--- src/rtl/gps_srq_snapshot_if.sv ---
// Request, load/shift control and serial read path between the CPU side
// and the GPS service-request/snapshot block.
interface gps_srq_snapshot_if #(
  parameter int NCHAN  = 12,
  parameter int TICK_W = 48,
  parameter int REPL_W = 10
);
  localparam int CHAN_W = $clog2(NCHAN + 1);

  logic [NCHAN-1:0]        chan_srq;
  logic                    host_srq;
  logic                    mask_wr;
  logic [NCHAN-1:0]        mask_din;
  logic [TICK_W-1:0]       ticks;
  logic [NCHAN*REPL_W-1:0] replicas;
  logic                    ld_srq;
  logic                    ld_snap;
  logic                    ld_ovr;
  logic                    shift;
  logic                    ser;
  logic [CHAN_W-1:0]       next_chan;
  logic                    next_valid;

  modport master (
    output chan_srq, host_srq, mask_wr, mask_din, ticks, replicas,
           ld_srq, ld_snap, ld_ovr, shift,
    input  ser, next_chan, next_valid
  );

  modport slave (
    input  chan_srq, host_srq, mask_wr, mask_din, ticks, replicas,
           ld_srq, ld_snap, ld_ovr, shift,
    output ser, next_chan, next_valid
  );
endinterface

--- src/rtl/gps_srq_snapshot.sv ---
// Service-request accumulator, overrun counters and snapshot capture for the
// GPS channel bank, serialised MSB-first onto the CPU read path.
module gps_srq_snapshot #(
  parameter int NCHAN  = 12,
  parameter int TICK_W = 48,
  parameter int REPL_W = 10,
  parameter int OVR_W  = 4
) (
  input  logic                 clk,
  input  logic                 rst_n,
  gps_srq_snapshot_if.slave    bus
);
  localparam int SRQ_W  = NCHAN + 1;
  localparam int SNAP_W = TICK_W + NCHAN + NCHAN * REPL_W;
  localparam int OVR_FW = NCHAN * OVR_W;
  localparam int CHAN_W = $clog2(NCHAN + 1);

  typedef enum logic [1:0] {SEL_SRQ = 2'd0, SEL_SNAP = 2'd1, SEL_OVR = 2'd2} sel_t;

  sel_t              r_sel;
  logic [NCHAN:0]    r_noted;
  logic [NCHAN-1:0]  r_mask;
  logic [OVR_FW-1:0] r_ovr;
  logic [SRQ_W-1:0]  r_sh_srq;
  logic [SNAP_W-1:0] r_sh_snap;
  logic [OVR_FW-1:0] r_sh_ovr;
  logic [CHAN_W-1:0] r_next_chan;
  logic              r_next_vld;

  logic [NCHAN:0]    w_flags;
  logic              w_do_snap, w_do_srq, w_do_ovr;
  logic [SRQ_W-1:0]  w_srq_frame;
  logic [NCHAN-1:0]  w_pending;
  logic [SNAP_W-1:0] w_snap_frame;
  logic [NCHAN-1:0]  w_inc;
  logic [OVR_FW-1:0] w_ovr_nxt;
  logic              w_enc_vld;
  logic [CHAN_W-1:0] w_enc_idx;
  logic              w_ser;

  function automatic logic [OVR_W-1:0] sat_inc(input logic [OVR_W-1:0] v);
    return (&v) ? v : v + 1'b1;
  endfunction

  assign w_flags = {bus.host_srq, bus.chan_srq};

  // Only the winning load acts; the losers leave noted and counters alone.
  assign w_do_snap = bus.ld_snap;
  assign w_do_srq  = bus.ld_srq & ~bus.ld_snap;
  assign w_do_ovr  = bus.ld_ovr & ~bus.ld_snap & ~bus.ld_srq;

  assign w_srq_frame  = r_noted & {1'b1, r_mask};
  assign w_pending    = bus.chan_srq | r_noted[NCHAN-1:0];
  assign w_snap_frame = {bus.ticks, w_pending, bus.replicas};
  assign w_inc        = bus.chan_srq & r_noted[NCHAN-1:0] & {NCHAN{~w_do_srq}};

  always_comb begin
    w_ovr_nxt = r_ovr;
    for (int c = 0; c < NCHAN; c++) begin
      if (w_do_ovr)
        w_ovr_nxt[c*OVR_W +: OVR_W] = w_inc[c] ? OVR_W'(1) : '0;
      else if (w_inc[c])
        w_ovr_nxt[c*OVR_W +: OVR_W] = sat_inc(r_ovr[c*OVR_W +: OVR_W]);
    end
  end

  // Descending scan so the lowest set index is the last one written.
  always_comb begin
    w_enc_vld = 1'b0;
    w_enc_idx = '0;
    for (int i = NCHAN; i >= 0; i--) begin
      if (w_srq_frame[i]) begin
        w_enc_vld = 1'b1;
        w_enc_idx = CHAN_W'(i);
      end
    end
  end

  always_ff @(posedge clk or negedge rst_n) begin
    if (!rst_n) begin
      r_sel       <= SEL_SRQ;
      r_noted     <= '0;
      r_mask      <= '0;
      r_ovr       <= '0;
      r_sh_srq    <= '0;
      r_sh_snap   <= '0;
      r_sh_ovr    <= '0;
      r_next_chan <= '0;
      r_next_vld  <= 1'b0;
    end else begin
      r_noted     <= w_do_srq ? w_flags : (r_noted | w_flags);
      r_ovr       <= w_ovr_nxt;
      r_next_vld  <= w_enc_vld;
      r_next_chan <= w_enc_idx;
      if (bus.mask_wr) r_mask <= bus.mask_din;

      if (w_do_snap) begin
        r_sel     <= SEL_SNAP;
        r_sh_snap <= w_snap_frame;
      end else if (w_do_srq) begin
        r_sel    <= SEL_SRQ;
        r_sh_srq <= w_srq_frame;
      end else if (w_do_ovr) begin
        r_sel    <= SEL_OVR;
        r_sh_ovr <= r_ovr;
      end else if (bus.shift) begin
        case (r_sel)
          SEL_SRQ:  r_sh_srq  <= r_sh_srq << 1;
          SEL_SNAP: r_sh_snap <= r_sh_snap << 1;
          SEL_OVR:  r_sh_ovr  <= r_sh_ovr << 1;
          default:  ;
        endcase
      end
    end
  end

  always_comb begin
    w_ser = 1'b0;
    case (r_sel)
      SEL_SRQ:  w_ser = r_sh_srq[SRQ_W-1];
      SEL_SNAP: w_ser = r_sh_snap[SNAP_W-1];
      SEL_OVR:  w_ser = r_sh_ovr[OVR_FW-1];
      default:  w_ser = 1'b0;
    endcase
  end

  assign bus.ser        = w_ser;
  assign bus.next_chan  = r_next_chan;
  assign bus.next_valid = r_next_vld;
endmodule

--- src/flat_wrapper.sv ---
// flat-port wrapper written by rule: the top's interface ports become plain ports
module gps_srq_snapshot_flat 
#(
  parameter int NCHAN  = 12,
  parameter int TICK_W = 48,
  parameter int REPL_W = 10,
  parameter int OVR_W  = 4
)
  (clk, rst_n, bus_chan_srq, bus_host_srq, bus_mask_wr, bus_mask_din, bus_ticks, bus_replicas, bus_ld_srq, bus_ld_snap, bus_ld_ovr, bus_shift, bus_ser, bus_next_chan, bus_next_valid);
  gps_srq_snapshot_if #(.NCHAN(NCHAN), .TICK_W(TICK_W), .REPL_W(REPL_W)) bus_i ();
  input  logic clk;
  input  logic rst_n;
  input wire logic [$bits(bus_i.chan_srq)-1:0] bus_chan_srq;
  input wire logic [$bits(bus_i.host_srq)-1:0] bus_host_srq;
  input wire logic [$bits(bus_i.mask_wr)-1:0] bus_mask_wr;
  input wire logic [$bits(bus_i.mask_din)-1:0] bus_mask_din;
  input wire logic [$bits(bus_i.ticks)-1:0] bus_ticks;
  input wire logic [$bits(bus_i.replicas)-1:0] bus_replicas;
  input wire logic [$bits(bus_i.ld_srq)-1:0] bus_ld_srq;
  input wire logic [$bits(bus_i.ld_snap)-1:0] bus_ld_snap;
  input wire logic [$bits(bus_i.ld_ovr)-1:0] bus_ld_ovr;
  input wire logic [$bits(bus_i.shift)-1:0] bus_shift;
  output wire logic [$bits(bus_i.ser)-1:0] bus_ser;
  output wire logic [$bits(bus_i.next_chan)-1:0] bus_next_chan;
  output wire logic [$bits(bus_i.next_valid)-1:0] bus_next_valid;
  assign bus_i.chan_srq = bus_chan_srq;
  assign bus_i.host_srq = bus_host_srq;
  assign bus_i.mask_wr = bus_mask_wr;
  assign bus_i.mask_din = bus_mask_din;
  assign bus_i.ticks = bus_ticks;
  assign bus_i.replicas = bus_replicas;
  assign bus_i.ld_srq = bus_ld_srq;
  assign bus_i.ld_snap = bus_ld_snap;
  assign bus_i.ld_ovr = bus_ld_ovr;
  assign bus_i.shift = bus_shift;
  assign bus_ser = bus_i.ser;
  assign bus_next_chan = bus_i.next_chan;
  assign bus_next_valid = bus_i.next_valid;
  gps_srq_snapshot #(.NCHAN(NCHAN), .TICK_W(TICK_W), .REPL_W(REPL_W), .OVR_W(OVR_W)) u_core (.clk(clk), .rst_n(rst_n), .bus(bus_i));
endmodule
--- config.mk ---
export PLATFORM = sky130hd
export DESIGN_NAME = gps_srq_snapshot_flat
export DESIGN_NICKNAME = d
export VERILOG_FILES = /design/src/rtl/gps_srq_snapshot_if.sv /design/src/rtl/gps_srq_snapshot.sv /design/src/flat_wrapper.sv
export SDC_FILE = /design/constraint.sdc
export NUM_CORES = 1
export LEC_CHECK = 0
export ABC_AREA = 1
export BUFFER_PORTS_ARGS = -buffer_cell sky130_fd_sc_hd__buf_2
export CAP_MARGIN = 20
export CORE_AREA = 2 2 182 184
export DETAILED_ROUTE_END_ITERATION = 8
export DIE_AREA = 0 0 184 186
export PLACE_DENSITY = 0.72
export RECOVER_POWER = 50
export SLEW_MARGIN = 20
export SYNTH_ARGS = -nofsm -noshare
export SYNTH_HDL_FRONTEND = slang
export SYNTH_SLANG_ARGS = --single-unit
export TNS_END_PERCENT = 1
--- constraint.sdc ---
create_clock -name clk -period 1.4 [get_ports clk]
set_input_delay 0.42 -clock clk [delete_from_list [all_inputs] [get_ports clk]]
set_output_delay 0.42 -clock clk [all_outputs]
set_load 0.02 [all_outputs]
# Word-level counts from Yosys, hierarchy flattened

Index checks and enable logic that the tools add are counted.
Widths: inputs -> output; s select.

Flip-flop bits (word level): 321
Output and inout bits: 6
Logic and storage cells: 198

$add $sub $neg: 12
Eq/ne operators: 17
Mux-type cells: 91
Bitwise gates (word level): 11
Reduce and logical (&&, ||, !) cells: 47

Operator list:

| kind                | number |
|---|---|
| $mux 180            | 5 |
| $mux 4              | 49 |
| $mux 48             | 3 |
| $mux 13             | 5 |
| $reduce_and 4->1    | 15 |
| $add 4x1->4 const B | 12 |
| $reduce_bool 2->1   | 18 |
| $ne 2x1->1 const B  | 13 |
| $mux 1              | 25 |
| $and 12x12->12      | 2 |
| $reduce_and 2->1    | 12 |
| $and 13x13->13      | 1 |
| $or 13x13->13       | 1 |
| $or 12x12->12       | 1 |
| $mux 2              | 3 |
| $ne 2x2->1 const B  | 2 |
| $and 1x1->1         | 3 |
| $not 1->1           | 3 |
| $pmux 1 s3          | 1 |
| $reduce_bool 3->1   | 1 |
| $eq 2x1->1 const B  | 1 |
| $eq 2x2->1 const B  | 1 |
| $logic_not 2->1     | 1 |

# Longest topological paths before layout

Word-level depth: 14
Mapped depth: 12

# Least setup slack after synthesis

No wires, ideal clock.

Path type: input port to flip-flop
Start point: input bus_ld_snap
End point: register u_core.r_sh_ovr[39]
Setup time: 0.126 ns
Arrival: 1.535 ns
Slack: -0.261 ns
Cell stages on the path: 9
Path buffers: 3
Path through: buf_2 > nor2_1 > inv_2 > nor2_4 > inv_2 > o41ai_2 > buf_4 > buf_2 > a21oi_1

Longest elaborated chain between the ends: 5
Elaborated cells on any way between the ends: 9
Classes of those cells: mux: 1; bitwise: 5; reduce/logical: 3

RTL lines:

| item                               | RTL line                | source |
|---|---|---|
| from (decl)                        | flat_wrapper.sv:20      | `input wire logic [$bits(bus_i.ld_snap)-1:0] bus_ld_snap;` |
| $not 1->1 (no source line) (*)     | --                      |  |
| $and 1x1->1 (2 in a row)           | gps_srq_snapshot.sv:50  | `assign w_do_ovr = bus.ld_ovr & ~bus.ld_snap & ~bus.ld_srq;` |
| $reduce_bool 2->1 (no source line) | --                      |  |
| $reduce_and 4->1 (no source line)  | --                      |  |
| to (signal assigned)               | gps_srq_snapshot.sv:105 | `r_sh_ovr <= r_ovr;` |
| to (signal assigned)               | gps_srq_snapshot.sv:110 | `SEL_OVR: r_sh_ovr <= r_sh_ovr << 1;` |
| to (decl)                          | gps_srq_snapshot.sv:26  | `logic [OVR_FW-1:0] r_sh_ovr;` |

Mark *: on every way between the ends. The rest lies on a longest branch, timed or not.
A chain may end at the register's enable or synchronous reset.

# Worst setup path in the final report

Start point: register u_core.r_sel[0]
End point: output bus_ser

Longest elaborated chain between the ends: 2
Elaborated cells on any way between the ends: 4
Classes of those cells: eq/ne: 2; mux: 1; reduce/logical: 1

RTL lines:

| item                               | RTL line                | source |
|---|---|---|
| from (decl)                        | gps_srq_snapshot.sv:20  | `sel_t r_sel;` |
| from (signal assigned)             | gps_srq_snapshot.sv:81  | `r_sel <= SEL_SRQ;` |
| from (signal assigned)             | gps_srq_snapshot.sv:98  | `r_sel <= SEL_SNAP;` |
| from (signal assigned)             | gps_srq_snapshot.sv:101 | `r_sel <= SEL_SRQ;` |
| $eq 2x2->1 (tied with other cells) | gps_srq_snapshot.sv:119 | `case (r_sel)` |
| $pmux 1 s3 (*)                     | gps_srq_snapshot.sv:119 |  |
| to (decl)                          | flat_wrapper.sv:23      | `output wire logic [$bits(bus_i.ser)-1:0] bus_ser;` |

Marked as above.

==> summary.json <==
{
  "synthesis": {
    "async_reset_ff_frac": 1.00,
    "synth_largest_area_cell": "sky130_fd_sc_hd__dfrtp_1",
    "yosysTopAreaCellShare": 0.549,
    "synth_seq_cells": 321,
    "netlist-cell-type-count": 33,
    "synth-edff-count": 0,
    "synth-main-ff-cell": "sky130_fd_sc_hd__dfrtp_1",
    "post_synth_instance_area_um2": 14600,
    "syn-instance-count": 1760,
    "synth.top_cells.by_count": "467 x sky130_fd_sc_hd__nand2_1, 362 x sky130_fd_sc_hd__nand3_1, 321 x sky130_fd_sc_hd__dfrtp_1, 108 x sky130_fd_sc_hd__o21ai_0, 98 x sky130_fd_sc_hd__nor2_1",
    "synth_most_common_cell": "sky130_fd_sc_hd__nand2_1",
    "synth.yosys.seq_area_share": 0.549,
    "avgSynthCellArea_um2": 8.32,
    "post_synth_main_area_contributors": "sky130_fd_sc_hd__dfrtp_1 55%, sky130_fd_sc_hd__nand3_1 12%, sky130_fd_sc_hd__nand2_1 12%, sky130_fd_sc_hd__o21ai_0 3.7%, sky130_fd_sc_hd__a21oi_1 2.7%",
    "yosysWarnings": 0,
    "syn_nets": 1972
  },
  "power_and_ir_drop": {
    "power_density_nw_per_um2": 1420,
    "irDropWorstVdd_v": 0.00101,
    "sw_frac_of_total": 0.291,
    "power.clock.fraction": 0.358,
    "power.static_leakage_nw": 8.85,
    "power.internal_mw": 18.6,
    "combinational_power_share": 0.186,
    "sequential_share_of_power": 0.456,
    "power.net_switching_mw": 7.65
  },
  "timing": {
    "finalMaxSlewViolations": 0,
    "worstMarginPinSlew_ns": 1.03,
    "rsz0062_at_grt": "true",
    "finClkSkew_ns": 0.0363,
    "maxClockFrequency_mhz": 536,
    "finalWorstPathRequiredPeriod_ns": 1.87,
    "hold_viol": 0,
    "timing.final.setup_violations": 404,
    "max_slew_headroom_at_the_worst_pin": 0.316,
    "final.setup.worst_slack_ns": -0.467,
    "finalHoldWorstSlack_ns": 0.0973,
    "min_period_over_period": 1.33,
    "setup_total_negative_slack_ns": -63.89
  },
  "clock_network": {
    "h-tree-depth": 2,
    "total_cts_buffers": 36,
    "clockBufferDepth": 3,
    "cts.root.buffer_cell": "sky130_fd_sc_hd__clkbuf_16",
    "insertion_delay_ns": 0.52,
    "cts.reportedPaths.clkPinSlew_ns": 0.06,
    "tritoncts": "built",
    "tritoncts_num_sinks": 321
  },
  "placement": {
    "place.detailed.hpwl_mm": 25.0,
    "placedCellCount": 2361,
    "numPortBuffers": 205,
    "gp_congestion": 0.815,
    "dpl-instance-area_um2": 16800
  },
  "status": {
    "outcome": "finished, violations left",
    "failed_checks": "negative setup slack"
  },
  "detailed_routing": {
    "route.vias.total": 13100,
    "routed_wl_mm": 38.4,
    "postRouteAntennaNets": 0,
    "viasPerCell": 5.38,
    "routedWlPerCell_um": 15.7,
    "total_iterations_of_the_first_detailed_routing_run": 5,
    "route.detailed.drc": 0,
    "detail_route.iter0.violations": 1073
  },
  "worst_setup_path": {
    "critPathMaxFanout": 4,
    "timing.critical_path.from": "u_core.r_sel[0]",
    "crit_path_end_kind": "output pin",
    "r2r_start": "u_core.r_sel[0]",
    "start_kind": "register",
    "worstPathRequired_ns": 0.98,
    "setup.worst_path.class": "reg2out",
    "cp.arrival_ns": 1.45
  },
  "finish": {
    "syn2layout_area_growth_pct": 26.5,
    "post-route-util": 0.575,
    "fill_cells": 2763,
    "final_net_count": 2220,
    "layout.cells.non_filler": 2440,
    "drive_above_1_share": 0.222,
    "finalInstanceArea_um2": 18500
  },
  "floorplanning": {
    "initial_core_util": 0.455,
    "floorplan.rows": 66,
    "die_x_um": 184,
    "die_height_um": 186,
    "top_level_ports": 206,
    "die_area_um2": 34200,
    "core_region_area_um2": 32200
  },
  "grt": {
    "number_of_global_route_vias_before_repair": 12600,
    "grt_overflow_total": 0,
    "pin_count_of_the_biggest_net_entering_global_routing": 111,
    "grt.total_usage": 0.219,
    "grt_pass1_wl_mm": 61.2,
    "antenna_found_initial": 3
  },
  "min_path": {
    "timing.hold.worst.class": "in2reg",
    "hold_path_startpoint": "bus_host_srq"
  },
  "run": {
    "cap_viol_max_count": 0
  }
}
==> what timing repair did <==
action	CTS	global route
setup buffers	6	3
pin swaps	8	9
cloned	3	5
setup endpoints to repair	263	286
resized for setup	40	38
hold buffers	1	0
hold endpoints to repair	18	0
==> path summary, 6_finish.rpt <==
| path | slack (ns) | endpoint | cells past startpoint |
|---|---|---|---|
| worst min register to register | 0.46 | u_core.r_ovr[31] | 1 |
| worst max-delay path | -0.47 | bus_ser | 3 |
| worst max register to register | -0.32 | u_core.r_sh_snap[58] | 9 |
| worst min-delay path | 0.1 | u_core.r_noted[12] | 2 |
| max in group asynchronous | -0.10 | u_core.r_sh_snap[165] | 3 |
| min in group asynchronous | 0.62 | u_core.r_sh_snap[51] | 2 |
==> kinds of logic (layout without fill, tap and decap cells) <==
kind of cell    Yosys count  in the layout  share of synthesized area
compound gates          236            236                     0.0882
simple gates            959            959                      0.281
flops                   321            321                      0.549
xor+xnor                  6              6                    0.00359
fa+ha+maj                12             12                     0.0103
mux                      12             12                    0.00923
buf+inv                 214            485                     0.0591
other cells               0              1                          0
==> power by group through the flow <==
stage,logic (mW),clock network (mW),registers (mW)
5_1_grt,5.55,9.97,12.2
2_1_floorplan,2.91,0,11.8
3_3_place_gp,4.31,0,12.0
6_report,4.88,9.42,12.0
4_1_cts,4.74,9.57,11.9
3_5_place_dp,4.53,0,12.1
==> placed cells by master (no fill, tap or decap), drive strengths merged, types with 15 or more instances in the layout <==
cell,synthesis,final
a21oi,80,80
a31oi,15,15
buf,46,310
clkbuf,65,58
dfrtp,321,321
inv,103,102
nand2,467,467
nand3,362,362
nor2,101,101
nor3,27,27
o211ai,16,16
o21ai,108,108
==> worst max-delay path: stages (launching register included) <==
cell and delay (ns):
sky130_fd_sc_hd__dfrtp_2 0.44, sky130_fd_sc_hd__buf_6 0.13, sky130_fd_sc_hd__o31ai_4 0.22, sky130_fd_sc_hd__buf_6 0.16
==> flip-flops by register name, indices dropped and copies added (netlist names) <==
name and count:
u_core.r_sh_srq 13, u_core.r_ovr 48, u_core.r_sh_snap 180, u_core.r_mask 12
u_core.r_noted 13, u_core.r_sel 2, u_core.bus.next_chan 4, u_core.bus.next_valid 1
u_core.r_sh_ovr 48
==> per-layer routing <==
metal	part of all wire	vias to the layer above	global-route usage
li1	-	6329	-
met1	0.44	6321	0.293
met2	0.47	398	0.365
met3	0.067	68	0.0460
met4	0.020	4	0.0560
met5	0.00063	-	0
==> per-stage QoR <==
step | setup slack (ns) | power [mW]
finish | -0.467 | 26.3
detailed placement | -0.473 | 16.6
floorplan | -0.142 | 14.8
CTS | -0.523 | 26.3
global placement | -0.418 | 16.3
global route | -0.517 | 27.7
==> layout make-up <==
cell class,count,area [µm²],share of cell area
antenna,1,2.50,0.000135
clock buffer,49,1050,0.0568
clock inverter,12,125,0.00675
inverter,103,393,0.0212
multi-input combinational,1225,5970,0.322
sequential,321,8030,0.434
tap,408,510,0.0276
timing repair buffer,321,2440,0.132
Power figures use the tool's default switching activity.
